--- src/rtl/irq_ctrl.sv ---
// irq_ctrl: synchronized interrupt sources, per-channel pend/enable/mode
// registers on a 4-byte bus window, and a fixed-priority active encoder.
// Optional vectoring on reads of 16'hfffe/16'hffff is built in when the
// macro IRQ_CTRL_VECTOR_EN is defined.
module irq_ctrl #(
  parameter int          N_IRQ     = 8,
  parameter logic [15:0] BASE      = 16'hd000,
  parameter logic [15:0] VEC_TABLE = 16'hff00
) (
  input  logic             clk,
  input  logic             rst,
  input  logic [15:0]      addr,
  input  logic [7:0]       data_i,
  input  logic             rw,
  input  logic [N_IRQ-1:0] irq_src,
  output logic [7:0]       data_o,
  output logic             sel,
  output logic             vec_hit,
  output logic             irq,
  output logic [3:0]       active
);

  logic [N_IRQ-1:0] s1_q, s1_d, s2_q, s2_d, s2_dly_q, s2_dly_d;
  logic [N_IRQ-1:0] pend_q, pend_d, en_q, en_d, mode_q, mode_d;
  logic [N_IRQ-1:0] edge_c, w1c_c, mchg_c, wdata_c;
  logic [7:0]       data_o_q, data_o_d;
  logic             sel_q, sel_d;
  logic [15:0]      off_c;
  logic             in_rng_c, wr_en_c, rd_en_c;
  logic [3:0]       active_c;
  logic [7:0]       pend8_c, en8_c, mode8_c;

  assign off_c    = addr - BASE;
  assign in_rng_c = (off_c < 16'd4);
  assign wr_en_c  = ~rw & in_rng_c;
  assign rd_en_c  = rw & in_rng_c;
  assign wdata_c  = data_i[N_IRQ-1:0];

  // Zero-extend the narrow registers so unused upper bits read as 0.
  always_comb begin
    pend8_c = '0;
    en8_c   = '0;
    mode8_c = '0;
    pend8_c[N_IRQ-1:0] = pend_q;
    en8_c[N_IRQ-1:0]   = en_q;
    mode8_c[N_IRQ-1:0] = mode_q;
  end

  // Fixed priority: scan downward so the lowest pending enabled index wins.
  always_comb begin
    active_c = 4'b1000;
    for (int i = N_IRQ - 1; i >= 0; i--) begin
      if (pend_q[i] && en_q[i]) active_c = {1'b0, 3'(i)};
    end
    if (rst) active_c = 4'b1000;
  end

  assign active = active_c;
  assign irq    = (|(pend_q & en_q)) & ~rst;

  // Synchronizer chain, register writes and pend update.
  always_comb begin
    s1_d     = irq_src;
    s2_d     = s1_q;
    s2_dly_d = s2_q;
    edge_c   = s2_q & ~s2_dly_q;
    en_d     = en_q;
    mode_d   = mode_q;
    w1c_c    = '0;
    mchg_c   = '0;
    if (wr_en_c) begin
      case (off_c[1:0])
        2'd0: w1c_c = wdata_c;
        2'd1: en_d  = wdata_c;
        2'd2: begin
          mode_d = wdata_c;
          mchg_c = wdata_c ^ mode_q;
        end
        default: ;
      endcase
    end
    for (int i = 0; i < N_IRQ; i++) begin
      // Edge: set beats a simultaneous W1C. Level: mirror s2, ignore W1C.
      if (mode_q[i]) pend_d[i] = edge_c[i] | (pend_q[i] & ~w1c_c[i]);
      else           pend_d[i] = s2_q[i];
      if (mchg_c[i]) pend_d[i] = 1'b0;
    end
  end

`ifdef IRQ_CTRL_VECTOR_EN
  logic [2:0]  vidx_q, vidx_d;
  logic        vec_hit_q, vec_hit_d;
  logic [15:0] vlo_c, vhi_c;

  assign vlo_c   = VEC_TABLE + {12'b0, active_c[2:0], 1'b0};
  assign vhi_c   = VEC_TABLE + {12'b0, vidx_q, 1'b0};
  assign vec_hit = vec_hit_q;
`endif

  // Read path: register or vector byte, presented the cycle after the address.
  always_comb begin
    data_o_d = '0;
    sel_d    = 1'b0;
    if (rd_en_c) begin
      sel_d = 1'b1;
      case (off_c[1:0])
        2'd0:    data_o_d = pend8_c;
        2'd1:    data_o_d = en8_c;
        2'd2:    data_o_d = mode8_c;
        default: data_o_d = {4'b0, active_c};
      endcase
    end
`ifdef IRQ_CTRL_VECTOR_EN
    vidx_d    = vidx_q;
    vec_hit_d = 1'b0;
    // The low-byte read latches the index so the high byte cannot split.
    if (rw && addr == 16'hfffe && !active_c[3]) begin
      vidx_d    = active_c[2:0];
      data_o_d  = vlo_c[7:0];
      sel_d     = 1'b1;
      vec_hit_d = 1'b1;
    end
    if (rw && addr == 16'hffff && !active_c[3]) begin
      data_o_d  = vhi_c[15:8];
      sel_d     = 1'b1;
      vec_hit_d = 1'b1;
    end
`endif
  end

`ifndef IRQ_CTRL_VECTOR_EN
  assign vec_hit = 1'b0;
`endif

  // State registers with synchronous reset.
  always_ff @(posedge clk) begin
    if (rst) begin
      s1_q     <= '0;
      s2_q     <= '0;
      s2_dly_q <= '0;
      pend_q   <= '0;
      en_q     <= '0;
      mode_q   <= '0;
      data_o_q <= '0;
      sel_q    <= 1'b0;
`ifdef IRQ_CTRL_VECTOR_EN
      vidx_q    <= '0;
      vec_hit_q <= 1'b0;
`endif
    end else begin
      s1_q     <= s1_d;
      s2_q     <= s2_d;
      s2_dly_q <= s2_dly_d;
      pend_q   <= pend_d;
      en_q     <= en_d;
      mode_q   <= mode_d;
      data_o_q <= data_o_d;
      sel_q    <= sel_d;
`ifdef IRQ_CTRL_VECTOR_EN
      vidx_q    <= vidx_d;
      vec_hit_q <= vec_hit_d;
`endif
    end
  end

  assign data_o = data_o_q;
  assign sel    = sel_q;

endmodule
--- config.mk ---
export PLATFORM = sky130hd
export DESIGN_NAME = irq_ctrl
export DESIGN_NICKNAME = d
export VERILOG_FILES = /design/src/rtl/irq_ctrl.sv
export SDC_FILE = /design/constraint.sdc
export NUM_CORES = 1
export LEC_CHECK = 0
export ABC_CLOCK_PERIOD_IN_PS = 4650
export BUFFER_PORTS_ARGS = -buffer_cell sky130_fd_sc_hd__buf_4
export CAP_MARGIN = 20
export CORE_ASPECT_RATIO = 0.8
export CORE_UTILIZATION = 30
export DETAILED_ROUTE_END_ITERATION = 10
export PLACE_DENSITY = 0.58
export SLEW_MARGIN = 20
export SYNTH_ARGS = -nofsm -noshare
export SYNTH_HDL_FRONTEND = slang
export SYNTH_SLANG_ARGS = --single-unit
--- constraint.sdc ---
create_clock -name clk -period 4.65 [get_ports clk]
set_input_delay 0.93 -clock clk [delete_from_list [all_inputs] [get_ports clk]]
set_output_delay 0.93 -clock clk [all_outputs]
set_load 0.03 [all_outputs]
==> impl_metrics.csv <==
group,metric,value,unit
flow_run,drv_cap,0,
routing,drt-initial-drc-count,66,
cts,post-cts-setup-buffers,0,
logic_synthesis,synth_top_area_share,47.0,%
logic_synthesis,syn_avg_cell_area,9.90,sq um
sta,fmax,323,MHz
global_routing,grt_start_max_net_pins,52,
cells_and_area,drive_above_1_share,25.6,%
logic_synthesis,ys_top_cells_by_area,"dfxtp_1, mux2i_1, nor2b_1",
cells_and_area,nets,327,
logic_synthesis,synthArstFlopShare,0,%
cts,cts_buffers,9,
die,die_area,0.00845,sq mm
place,dp_cells,386,
power,p_comb_share,6.2,%
power,ir_drop,0.166,mV
worst_hold_path,hold_class,"reg -> reg",
sta,setup_tns,0,ps
routing,via_per_inst,4.69,
logic_synthesis,synth_common_cells,"dfxtp_1, mux2i_1, nor2_1, nor2b_1, nand2_1",
cells_and_area,area_growth,26.5,%
setup_path,crit_arrival,2170,ps
power,power.density,358,mW/mm^2
power,pwr-share-seq,45.9,%
worst_hold_path,min_path_cells,1,
routing,antenna_left,0,
setup_path,worstPathCellList,"buf_4, a21oi_1, a21boi_0, or2_2, buf_4",
cts,clock_latency,340,ps
cells_and_area,finalNonFillerCells,402,
logic_synthesis,ys_seq_area_share,47.0,%
setup_path,reg2reg_depth,5,
die,core_area,0.00760,sq mm
global_routing,gr-total-overflow,0,
power,switching_share,21.4,%
place,dp_hpwl,3.63,mm
setup_path,critPathMaxStageDelay,430,ps
setup_path,critPathTopFamily,"buffers and inverters",
power,clkPwrFrac,47.8,%
die,chipHeight,82.4,microns
logic_synthesis,synth_cell_types,36,
cts,clock_sinks,57,
sta,fin_hold_ws,435,ps
sta,timing.final.crit_share,66.6,%
sta,max_slew.worst_pin.slew,806,ps
cts,ctsResizeCount,0,
global_routing,antenna_found_initial,0,
place,dpl_cell_area,0.00284,sq mm
die,initial_core_util,31.9,%
sta,final.setup_skew,7.12,ps
cells_and_area,fin_area,0.00307,sq mm
power,p_sw,235,uW
place,portBuffers,48,
sta,hold_violations,0,
routing,dr.pass1.iters,4,
setup_path,crit_type,"in -> out",
power,power_leakage,1.16,nW
sta,setup_violations,0,
sta,drv_slew,0,
setup_path,cp_common_cell,"buf_4",
cts,cts.htree.levels,3,
place,gp_congestion,0.756,
setup_path,cp-start-kind,"input port",
global_routing,grt_pass1_wl,8.56,mm
cts,clock_path_buffers,2,
die,rows,28,
routing,num_vias,1887,
logic_synthesis,synth_seq_cells,57,
place,post-place-ws,1550,ps
logic_synthesis,syn-cell-area,0.00243,sq mm
status,status,"completed",
setup_path,crit_buf_inv,2,
cts,cts_tree,"done",
logic_synthesis,synth.net_count,280,
cells_and_area,insertedDiodeCount,0,
routing,post_drt_wl_per_cell,13.1,microns
power,internal-power,862,uW
logic_synthesis,synthCells,245,
setup_path,cp-end-kind,"output port",
die,pin_count,50,
cts,ctsHoldBuffers,0,
sta,worst_slack,1550,ps
routing,route.detailed.drc,0,
setup_path,cpMaxStageDelayCell,"buf_4",
logic_synthesis,yosys_warnings,0,
logic_synthesis,synth_enable_flop_cells,0,
routing,wl,5.27,mm
die,die_w,103,microns
sta,rsz0062_at_grt,"no",
setup_path,cp_max_fo,51,
cts,cts.clk_slew.worst_paths,60,ps
sta,maxSlewHeadroom,45.9,%
global_routing,grt_pass1_vias,1718,
logic_synthesis,synth_area_leader_cell,"dfxtp_1",
logic_synthesis,synth.most_common_cell,"dfxtp_1",
global_routing,grt.total_usage,13.9,%
cts,clock-root-buffer,"clkbuf_8",
setup_path,required,3720,ps
logic_synthesis,synth_flop_cell,"dfxtp_1",
setup_path,path_depth,5,
sta,period_needed,3100,ps
cells by family (layout without fill, tap and decap cells):
group | after synthesis | in the layout | share of synthesized area [%]
simple gates | 94 | 94 | 21.4
flops | 57 | 57 | 47.0
compound gates | 47 | 47 | 13.3
mux | 30 | 30 | 13.9
buf+inv | 16 | 68 | 4.23
other cells | 1 | 1 | 0.155
area by class of cell:
cell class / instances / area, sq um
Timing Repair Buffer: 49 / 368
Sequential cell: 57 / 1140
Multi-Input combinational cell: 172 / 1190
Clock inverter: 5 / 77.6
Clock buffer: 11 / 151
Inverter: 3 / 11.3
Tap cell: 105 / 131
Fill cell: 789 / 4530
power groups by stage:
stage / sequential [mW] / clock (mW) / combinational (mW)
final: 0.504 / 0.525 / 0.0683
after global routing: 0.505 / 0.564 / 0.0754
after CTS: 0.504 / 0.539 / 0.0696
after detailed placement: 0.515 / 0 / 0.0694
after global placement: 0.515 / 0 / 0.0680
after floorplan: 0.513 / 0 / 0.0388
metrics by stage:
stage	util, %	total power [mW]
floorplan	-	0.552
global placement	37.3	0.583
detailed placement	37.3	0.584
CTS	40.4	1.11
global route	40.4	1.14
finish	40.4	1.10
path summary, 6_finish.rpt:
check	startpoint	to	slack, ps
setup / recovery	rst	active[0]	1550
hold / removal	s1_q[6]	s2_dly_d[6]	430
setup reg to reg	pend8_c[6]	data_o[3]	2850
hold reg to reg	s1_q[6]	s2_dly_d[6]	430
sequential cells by signal (all words and copies together) (netlist names):
register	cells
data_o	8
en8_c	8
mode8_c	8
pend8_c	8
s1_q	8
s2_dly_d	8
s2_dly_q	8
sel	1
layout by cell type (no fill, tap or decap):
cell type   synthesis  final
buf_4               1     49
nor4_4              2      2
a22oi_1             9      9
and2_1              3      3
a32o_1              1      1
mux4_2              3      3
a22o_1              8      8
nor3b_1             2      2
a41o_1              1      1
inv_1               2      2
nor2_1             25     25
and3b_1             1      1
nor3_2              0      1
inv_2               1      1
clkbuf_8            1     11
bufinv_16           0      2
nand3_1            12     12
or3b_2              1      1
conb_1              1      1
nor2b_1            25     25
o21ai_0             8      8
nor4_2              1      1
nand4_2             1      1
a211oi_1            8      8
mux2i_1            27     27
o211ai_1            1      1
clkinvlp_4          0      1
clkinv_2            0      2
dfxtp_1            57     57
a21oi_1            10     10
a21boi_0            1      1
nand2_1            18     18
or2_2               1      1
and4b_1             1      1
routing by layer:
metal  vias up  GRT usage, %  routed length (microns)
met2        62          20.9                     2210
li1        965             -                        -
met3         5          5.30                      362
met1       855          18.2                     2660
met5         -             0                        0
met4         0          4.71                       38
Note: power is estimated with default switching activity, not from simulation.
